===== src/rtl/ahb_arbiter.sv =====
// Round-robin AHB arbiter: keeps the grant through fixed-length bursts and locked
// sequences, and masks SPLIT masters until their slave releases them.
module ahb_arbiter #(
    parameter int NO_OF_MASTERS  = 4,
    parameter int DEFAULT_MASTER = 0,
    localparam int MW = $clog2(NO_OF_MASTERS)
) (
    input  logic                     HCLK,
    input  logic                     HRESETn,
    input  logic [NO_OF_MASTERS-1:0] HBUSREQ,
    input  logic [NO_OF_MASTERS-1:0] HLOCK,
    input  logic [NO_OF_MASTERS-1:0] HSPLIT,
    input  logic                     HREADY,
    input  logic [1:0]               HTRANS,
    input  logic [2:0]               HBURST,
    input  logic [1:0]               HRESP,
    output logic [NO_OF_MASTERS-1:0] HGRANT,
    output logic [MW-1:0]            HMASTER,
    output logic                     HMASTLOCK
);

    localparam logic [1:0] TRANS_NONSEQ = 2'b10;
    localparam logic [1:0] TRANS_SEQ    = 2'b11;
    localparam logic [1:0] RESP_SPLIT   = 2'b11;
    localparam logic [NO_OF_MASTERS-1:0] ONE = {{(NO_OF_MASTERS-1){1'b0}}, 1'b1};

    logic [MW-1:0]            grant_idx;
    logic [MW-1:0]            next_idx;
    logic [3:0]               rem;
    logic [3:0]               rem_next;
    logic [3:0]               burst_len_m1;
    logic [NO_OF_MASTERS-1:0] split_mask;
    logic [NO_OF_MASTERS-1:0] split_set;
    logic [NO_OF_MASTERS-1:0] eligible;
    logic                     completion;
    logic                     hold;
    logic                     arb_edge;
    logic                     found;

    always_comb begin
        case (HBURST)
            3'd2, 3'd3: burst_len_m1 = 4'd3;
            3'd4, 3'd5: burst_len_m1 = 4'd7;
            3'd6, 3'd7: burst_len_m1 = 4'd15;
            default:    burst_len_m1 = 4'd0;
        endcase
    end

    // SPLIT/RETRY completion abandons whatever remains of the burst
    assign completion = HREADY & HRESP[1];

    always_comb begin
        rem_next = rem;
        if (HREADY) begin
            if (HRESP[1])
                rem_next = 4'd0;
            else if (HTRANS == TRANS_NONSEQ)
                rem_next = burst_len_m1;
            else if (HTRANS == TRANS_SEQ && rem != 4'd0)
                rem_next = rem - 4'd1;
        end
    end

    assign hold     = HLOCK[grant_idx] | (rem_next != 4'd0);
    assign arb_edge = (HREADY & ~hold) | completion;
    assign eligible = HBUSREQ & ~split_mask;

    // Search starts just past the current owner so it only wins when alone
    always_comb begin
        next_idx = MW'(DEFAULT_MASTER);
        found    = 1'b0;
        for (int k = 1; k <= NO_OF_MASTERS; k++) begin
            if (!found && eligible[(int'(grant_idx) + k) % NO_OF_MASTERS]) begin
                next_idx = MW'((int'(grant_idx) + k) % NO_OF_MASTERS);
                found    = 1'b1;
            end
        end
    end

    assign split_set = (HRESP == RESP_SPLIT && !HREADY) ? (ONE << HMASTER) : '0;

    always_ff @(posedge HCLK or negedge HRESETn) begin
        if (!HRESETn) begin
            grant_idx  <= MW'(DEFAULT_MASTER);
            HGRANT     <= ONE << DEFAULT_MASTER;
            HMASTER    <= MW'(DEFAULT_MASTER);
            HMASTLOCK  <= 1'b0;
            rem        <= 4'd0;
            split_mask <= '0;
        end else begin
            split_mask <= (split_mask & ~HSPLIT) | split_set;
            if (HREADY) begin
                rem       <= rem_next;
                HMASTER   <= grant_idx;
                HMASTLOCK <= HLOCK[grant_idx];
                if (arb_edge) begin
                    grant_idx <= next_idx;
                    HGRANT    <= ONE << next_idx;
                end
            end
        end
    end

endmodule


===== config.mk =====
export PLATFORM = sky130hd
export DESIGN_NAME = ahb_arbiter
export DESIGN_NICKNAME = d
export VERILOG_FILES = /design/src/rtl/ahb_arbiter.sv
export SDC_FILE = /design/constraint.sdc
export NUM_CORES = 1
export LEC_CHECK = 0
export ABC_AREA = 1
export BUFFER_PORTS_ARGS = -buffer_cell sky130_fd_sc_hd__buf_2
export CAP_MARGIN = 20
export CORE_AREA = 2 2 66 52
export CTS_CLUSTER_DIAMETER = 60
export CTS_CLUSTER_SIZE = 40
export DETAILED_ROUTE_END_ITERATION = 10
export DIE_AREA = 0 0 68 54
export GPL_ROUTABILITY_DRIVEN = 0
export PLACE_DENSITY_LB_ADDON = 0.15
export SYNTH_ARGS = -nofsm -noshare
export SYNTH_HDL_FRONTEND = slang
export SYNTH_SLANG_ARGS = --single-unit

===== constraint.sdc =====
create_clock -name HCLK -period 1.5 [get_ports HCLK]
set_input_delay 0.3 -clock HCLK [delete_from_list [all_inputs] [get_ports HCLK]]
set_output_delay 0.3 -clock HCLK [all_outputs]
set_load 0.005 [all_outputs]

==> flow_metrics.py, run 1 <==
metrics = {
    "status": {
        "status": "complete, but fails checks",
        "violations": "negative setup slack",
    },
    "logic_synthesis": {
        "synth_nets": 223,
        "yosysUniqueCellTypes": 26,
        "yosys.area.top_type": "dfrtp_1",
        "syn-cell-area_mm2": 0.001416,
        "ys_seq_elements": 17,
        "syn_inst": 200,
        "ys_seq_area_share_pct": 30.12,
        "synthTopCellsByArea": "dfrtp_1 28%, nand2_1 16%, nand3_1 12%, inv_1 6.6%, nand3_2 5.7%",
        "avgSynthCellArea_um2": 7.082,
        "yosys_warnings": 0,
        "yosys.area.top_type_share_pct": 28.27,
    },
    "worst_setup_path": {
        "critical_path_class": "flop to flop",
        "r2r-start": "grant_idx[0]",
        "rr_worst_depth": 11,
        "r2r_slack_ns": -0.14,
        "crit_family": "simple AND/OR/NAND/NOR gates",
        "path_cells": "buf_6, buf_4, nand3_4, nand3_2, nand2_4, nand4_1, nand2_1, nand2_2, nor2_1, nand3_2, nand2_1",
        "crit_path_start": "grant_idx[0]",
        "cp_num_cells": 11,
        "r2r_end": "HGRANT[1]",
        "worstPathRequired_ns": 1.70,
        "crit_buf_inv": 2,
        "crit_path_max_fanout": 6,
        "crit_end": "HGRANT[1]",
        "critPathCaptureType": "flop",
        "cp_data_arrival_time_ns": 1.84,
        "cp_slowest_cell": "dfrtp_1",
        "startpoint_type": "flop",
        "max_stage_delay_ns": 0.41,
    },
    "clock_tree": {
        "cts_num_sinks": 17,
        "cts_max_level": 1,
        "clk_pin_slew_ns": 0.07,
        "cts-root-buf": "clkbuf_8",
        "cts.path.max_buffers": 2,
        "cts_tree": "done",
        "clk_latency_ns": 0.26,
        "numCtsBuffers": 3,
    },
    "floorplanning": {
        "rows": 18,
        "num_io_pins": 29,
        "chipWidth_um": 68,
        "die_h_um": 54,
        "start_util_pct": 45.57,
        "core_area_mm2": 0.003108,
        "dieArea_mm2": 0.003672,
    },
    "global_routing": {
        "antenna_found_initial": 0,
        "grt_pass1_vias": 1354,
        "grt_pass1_wl_mm": 5.913,
        "grt_util_all_layers_pct": 21.59,
        "grt_max_degree": 18,
        "grt_overflow": 0,
    },
    "timing": {
        "relSlewSlack_pct": 73.87,
        "hold_slack_ns": 0.2280,
        "hold_viol_final": 0,
        "tightest_slew_ns": 0.3919,
        "fmax_mhz": 609.0,
        "rsz0062_at_grt": "true",
        "timing.final.crit_share_pct": 109.5,
        "setup_violations": 7,
        "finClkSkew_ns": 0.002739,
        "fin_ws_ns": -0.1422,
        "slew_violations": 0,
        "fin_crit_ns": 1.642,
    },
    "drt": {
        "wl_mm": 3.561,
        "vias_per_cell": 4.902,
        "num_vias": 1451,
        "drtIter0Drc": 78,
        "ant_nets": 0,
        "drc_errors": 0,
        "wl_per_cell_um": 12.03,
        "drtPass1Iterations": 4,
    },
    "place": {
        "dp_hpwl_mm": 2.698,
        "port-buffer-count": 27,
        "place_area_mm2": 0.001737,
        "dp_cells": 283,
    },
    "final_layout": {
        "layout_commonest_cell": "nand2_1",
        "fin_nets": 280,
        "stdcell_count": 296,
        "drive_above_1_share_pct": 44.92,
        "fillCellCount": 290,
        "area_delta_synth_final_pct": 37.46,
        "ff_latch_area_um2": 426.7,
        "layout_common_cells": "49 x nand2_1, 28 x nand3_1, 27 x buf_2, 27 x buf_4, 23 x inv_1",
        "antenna_cells": 0,
        "multi_input_area_um2": 950.9,
        "stdcell_area_mm2": 0.001947,
    },
    "job": {
        "maxCapViolCount": 0,
    },
    "power_and_ir_drop": {
        "power_mw": 3.233,
        "p_leak_nw": 1.075,
        "p_per_area_mw_per_mm2": 1661,
        "ir_drop_mv": 0.8487,
    },
    "worst_hold_path": {
        "hp-class": "input port to flop",
    },
}
[state kept, by name, summed over array words and instances, names as in the netlist]
| register | flops |
|---|---|
| split_mask | 4 |
| grant_idx | 2 |
| rem | 4 |
| HMASTLOCK | 1 |
| HMASTER | 2 |
| HGRANT | 4 |
[area by class of cell]
cell class                 count  share of cell area (%)
clock buffer                   4                   2.314
inverter                      27                   5.334
multi-input combinational    151                   48.84
sequential                    17                   21.92
tap                           40                   2.571
timing repair buffer          57                   19.02
[report_power, final]
group	switching [mW]	internal (mW)	leakage, nW	total, mW
Clock	0.161	0.189	0.0228	0.350
Sequential	0.101	0.592	0.221	0.693
Combinational	1.25	0.942	0.832	2.19
[logic make-up after synthesis]
logic type      share of synthesized area, %
fa+ha+maj                             0.8833
simple gates                           51.94
flops                                  30.12
buf+inv                                10.60
compound gates                         6.449
[worst min path at each step]
| stage | start | endpoint | slack, ns | depth (start not counted) |
|---|---|---|---|---|
| finish | HSPLIT[1] | split_mask[1] | 0.23 | 2 |
| global route | HSPLIT[3] | split_mask[3] | 0.22 | 2 |
| CTS | HSPLIT[0] | split_mask[0] | 0.22 | 2 |
| detailed placement | HRESETn | HMASTLOCK | 0.26 | 1 |
| global placement | HRESETn | HMASTLOCK | 0.24 | 1 |
| floorplan | HRESETn | HGRANT[1] | 0.004 | 0 |
[routing by layer]
layer	global-route usage (%)	share of wire, %
met4	5.000	0.28
met5	0	0
met3	4.393	6.5
met1	30.79	49
met2	33.50	44
[stage by stage]
step | setup slack (ns) | TNS (ns) | util (%)
2_1_floorplan | 0.00008948 | 0 | -
3_3_place_gp | -0.1044 | -0.5986 | 55.88
3_5_place_dp | -0.1223 | -0.6997 | 55.88
4_1_cts | -0.1229 | -0.6953 | 61.03
5_1_grt | -0.2710 | -1.668 | 62.64
6_report | -0.1422 | -0.7697 | 62.64
[Yosys cell counts]
cell	n
nand2_1	60
nand3_1	34
inv_1	25
dfrtp_1	16
nor2_1	10
nand2_2	8
nand3_2	8
nand2_4	6
nand4_1	5
buf_6	4
nor2_2	3
o21ai_0	3
a21oi_1	2
inv_2	2
o22ai_1	2
o32ai_1	2
a21boi_2	1
a21oi_2	1
a21oi_4	1
clkbuf_1	1
dfstp_2	1
ha_1	1
nand3_4	1
nand4_2	1
nor2_4	1
nor2b_4	1
[timing repair]
action                                  in CTS  in global routing
hold buffers                                 1                  0
hold endpoints to repair                    16                  0
pin swaps                                    4                  6
gates resized for setup                     14                 12
setup buffers                                7                  1
endpoints found under the setup margin       6                  7
No activity file was read; power rests on OpenSTA's default activity.
==> run 2, diff against run 1 <==
--- a/config.mk
+++ b/config.mk
@@ -5,14 +5,13 @@
 export SDC_FILE = /design/constraint.sdc
 export NUM_CORES = 1
 export LEC_CHECK = 0
-export ABC_AREA = 1
 export BUFFER_PORTS_ARGS = -buffer_cell sky130_fd_sc_hd__buf_2
 export CAP_MARGIN = 20
-export CORE_AREA = 2 2 66 52
+export CORE_AREA = 2 2 58 46
 export CTS_CLUSTER_DIAMETER = 60
 export CTS_CLUSTER_SIZE = 40
 export DETAILED_ROUTE_END_ITERATION = 10
-export DIE_AREA = 0 0 68 54
+export DIE_AREA = 0 0 60 48
 export GPL_ROUTABILITY_DRIVEN = 0
 export PLACE_DENSITY_LB_ADDON = 0.15
 export SYNTH_ARGS = -nofsm -noshare
==> flow_metrics.py, run 2 <==
metrics = {
    "worst_setup_path": {
        "r2r_slack_ns": -0.98,
        "rr_worst_depth": 9,
        "crit_path_max_fanout": 5,
        "startpoint_type": "flop",
        "r2r_end": "grant_idx[1]",
        "crit_path_start": "rem[0]",
        "crit_end": "grant_idx[1]",
        "cp_data_arrival_time_ns": 2.68,
        "worstPathRequired_ns": 1.70,
        "critPathCaptureType": "flop",
        "r2r-start": "rem[0]",
        "critical_path_class": "flop to flop",
    },
    "timing": {
        "hold_slack_ns": 0.1873,
        "fmax_mhz": 403.0,
        "finClkSkew_ns": 0.01461,
        "setup_violations": 7,
        "fin_crit_ns": 2.481,
        "tightest_slew_ns": 0.4024,
        "relSlewSlack_pct": 73.05,
        "hold_viol_final": 0,
        "rsz0062_at_grt": "true",
        "slew_violations": 0,
        "timing.final.crit_share_pct": 165.4,
        "fin_ws_ns": -0.9812,
    },
    "power_and_ir_drop": {
        "p_per_area_mw_per_mm2": 1250,
        "power_frac_clock_pct": 13.0,
        "p_leak_nw": 0.7622,
        "swShare_pct": 34.90,
        "seq_power_share_pct": 36.2,
        "power.switching_uw": 680.8,
        "cellInternalPower_mw": 1.270,
        "power_mw": 1.951,
        "ir_drop_mv": 0.5935,
        "power.share.combinational_pct": 50.8,
    },
    "place": {
        "dp_hpwl_mm": 2.067,
        "port-buffer-count": 27,
        "dpl_worst_slack_ns": -1.055,
    },
    "logic_synthesis": {
        "synth_flop_cell": "dfrtp_1",
        "ys_seq_elements": 17,
        "syn_inst": 99,
        "synthTopCellsByArea": "dfrtp_1 40%, mux2_2 5.6%, nand2_1 4.9%, inv_1 4.1%, nand2b_1 3.1%",
        "ys_seq_area_share_pct": 42.79,
        "avgSynthCellArea_um2": 10.07,
        "synth_edf_count": 0,
        "async_flop_share_pct": 100.0,
        "yosys.area.top_type_share_pct": 40.15,
        "yosys_warnings": 0,
        "synth_commonest_cells": "16 x dfrtp_1, 13 x nand2_1, 11 x inv_1",
        "synth.most_common_cell": "dfrtp_1",
        "synth_nets": 122,
        "yosys.area.top_type": "dfrtp_1",
        "syn-cell-area_um2": 997.2,
        "yosysUniqueCellTypes": 43,
    },
    "global_routing": {
        "grt_util_all_layers_pct": 21.36,
        "grt_pass1_wl_mm": 4.436,
        "grt_max_degree": 18,
        "antenna_found_initial": 0,
        "grt_pass1_vias": 970,
        "grt_overflow": 0,
    },
    "final_layout": {
        "antenna_cells": 0,
        "drive_above_1_share_pct": 54.32,
        "fin_nets": 186,
        "layout_common_cells": "30 x buf_4, 27 x buf_2, 16 x dfrtp_1, 13 x nand2_1, 9 x inv_1",
        "area_delta_synth_final_pct": 56.46,
        "layout_commonest_cell": "buf_4",
        "reg_top3": "HGRANT (4), rem (4), split_mask (4)",
        "postLayoutCoreUtil_pct": 68.71,
    },
    "clock_tree": {
        "numCtsBuffers": 3,
        "clk_latency_ns": 0.30,
        "cts_max_level": 1,
        "clk_pin_slew_ns": 0.11,
        "cts_tree": "done",
        "cts-root-buf": "clkbuf_4",
        "cts.path.max_buffers": 2,
        "cts_num_sinks": 17,
    },
    "floorplanning": {
        "num_io_pins": 29,
        "chipWidth_um": 60,
        "dieArea_mm2": 0.002880,
        "rows": 15,
        "core_area_mm2": 0.002271,
        "start_util_pct": 43.91,
        "die_h_um": 48,
    },
    "status": {
        "status": "complete, but fails checks",
        "violations": "negative setup slack",
    },
    "drt": {
        "vias_per_cell": 5.255,
        "drtIter0Drc": 33,
        "ant_nets": 0,
        "drtPass1Iterations": 4,
        "wl_per_cell_um": 14.46,
        "wl_mm": 2.835,
        "num_vias": 1030,
        "drc_errors": 0,
    },
    "job": {
        "maxCapViolCount": 0,
    },
    "worst_hold_path": {
        "hp-class": "input port to flop",
        "hp-start": "HSPLIT[1]",
    },
}
[run 2: cell types whose count changed after synthesis, moves of 6 or more]
cell / before / now
nand2_1: 60 / 13
nand3_1: 34 / 0
inv_1: 25 / 11
nand2_2: 8 / 0
nand3_2: 8 / 0
nand2_4: 6 / 0
[run 2: power by group through the flow]
stage | combinational [mW] | clock [mW] | sequential, mW
final | 0.991 | 0.254 | 0.706
after global routing | 1.09 | 0.286 | 0.724
after CTS | 0.949 | 0.260 | 0.700
after detailed placement | 0.823 | 0 | 0.705
after global placement | 0.797 | 0 | 0.703
after floorplan | 0.441 | 0 | 0.709
[run 2: layout make-up]
type                            instances  area, µm²
Fill cell                             174      710.7
Multi-Input combinational cell         69      609.3
Sequential cell                        17      426.7
Timing Repair Buffer                   61      412.9
Tap cell                               34      42.54
Inverter                               11      41.29
Clock buffer                            3      22.52
Clock inverter                          1      5.005
[run 2: critical path, stage by stage, from the launching register on]
cell	delay [ns]
dfrtp_1	0.42
inv_2	0.09
ha_4	0.15
nor4bb_4	0.20
nor4_2	0.09
a32o_2	0.24
or4b_4	0.49
o32ai_4	0.26
buf_12	0.16
mux2_4	0.29
[run 2: worst min-delay path by stage]
stage                    end  cells past startpoint
6_report       split_mask[1]                      2
5_1_grt        split_mask[2]                      2
4_1_cts        split_mask[1]                      2
3_5_place_dp          rem[1]                      1
3_3_place_gp          rem[1]                      1
2_1_floorplan      HGRANT[1]                      0
[run 2: what timing repair did]
item | 4_1_cts | 5_1_grt
setup buffers | 7 | 4
endpoints found under the setup margin | 8 | 9
pin swaps | 8 | 5
gates resized for setup | 13 | 8
hold endpoints to repair | 16 | 0
hold buffers | 1 | 0
[run 2: metal layers]
metal  up-vias  part of all wire (%)  global-route usage [%]
met5         -                     0                       0
met4         0                     0                   4.000
met3         0                   7.3                   4.865
met2        45                    47                   34.57
met1       493                    46                   29.82
li1        492                     -                       -
[run 2: cells by family after synthesis]
kind of cell	share of synthesized area, %
multiplexers	11.04
flip-flops	42.79
buffers and inverters	5.018
AND/OR/NAND/NOR	19.83
adder cells (fa/ha/maj)	1.255
AO/OA/AOI/OAI	20.08
[run 2: stage by stage]
stage | instance area (µm²) | instances | TNS [ns]
floorplan | 999.7 | 99 | -5.425
global placement | 1364 | 184 | -5.879
detailed placement | 1364 | 184 | -6.334
CTS | 1513 | 196 | -6.032
global route | 1560 | 196 | -6.578
finish | 1560 | 196 | -5.887
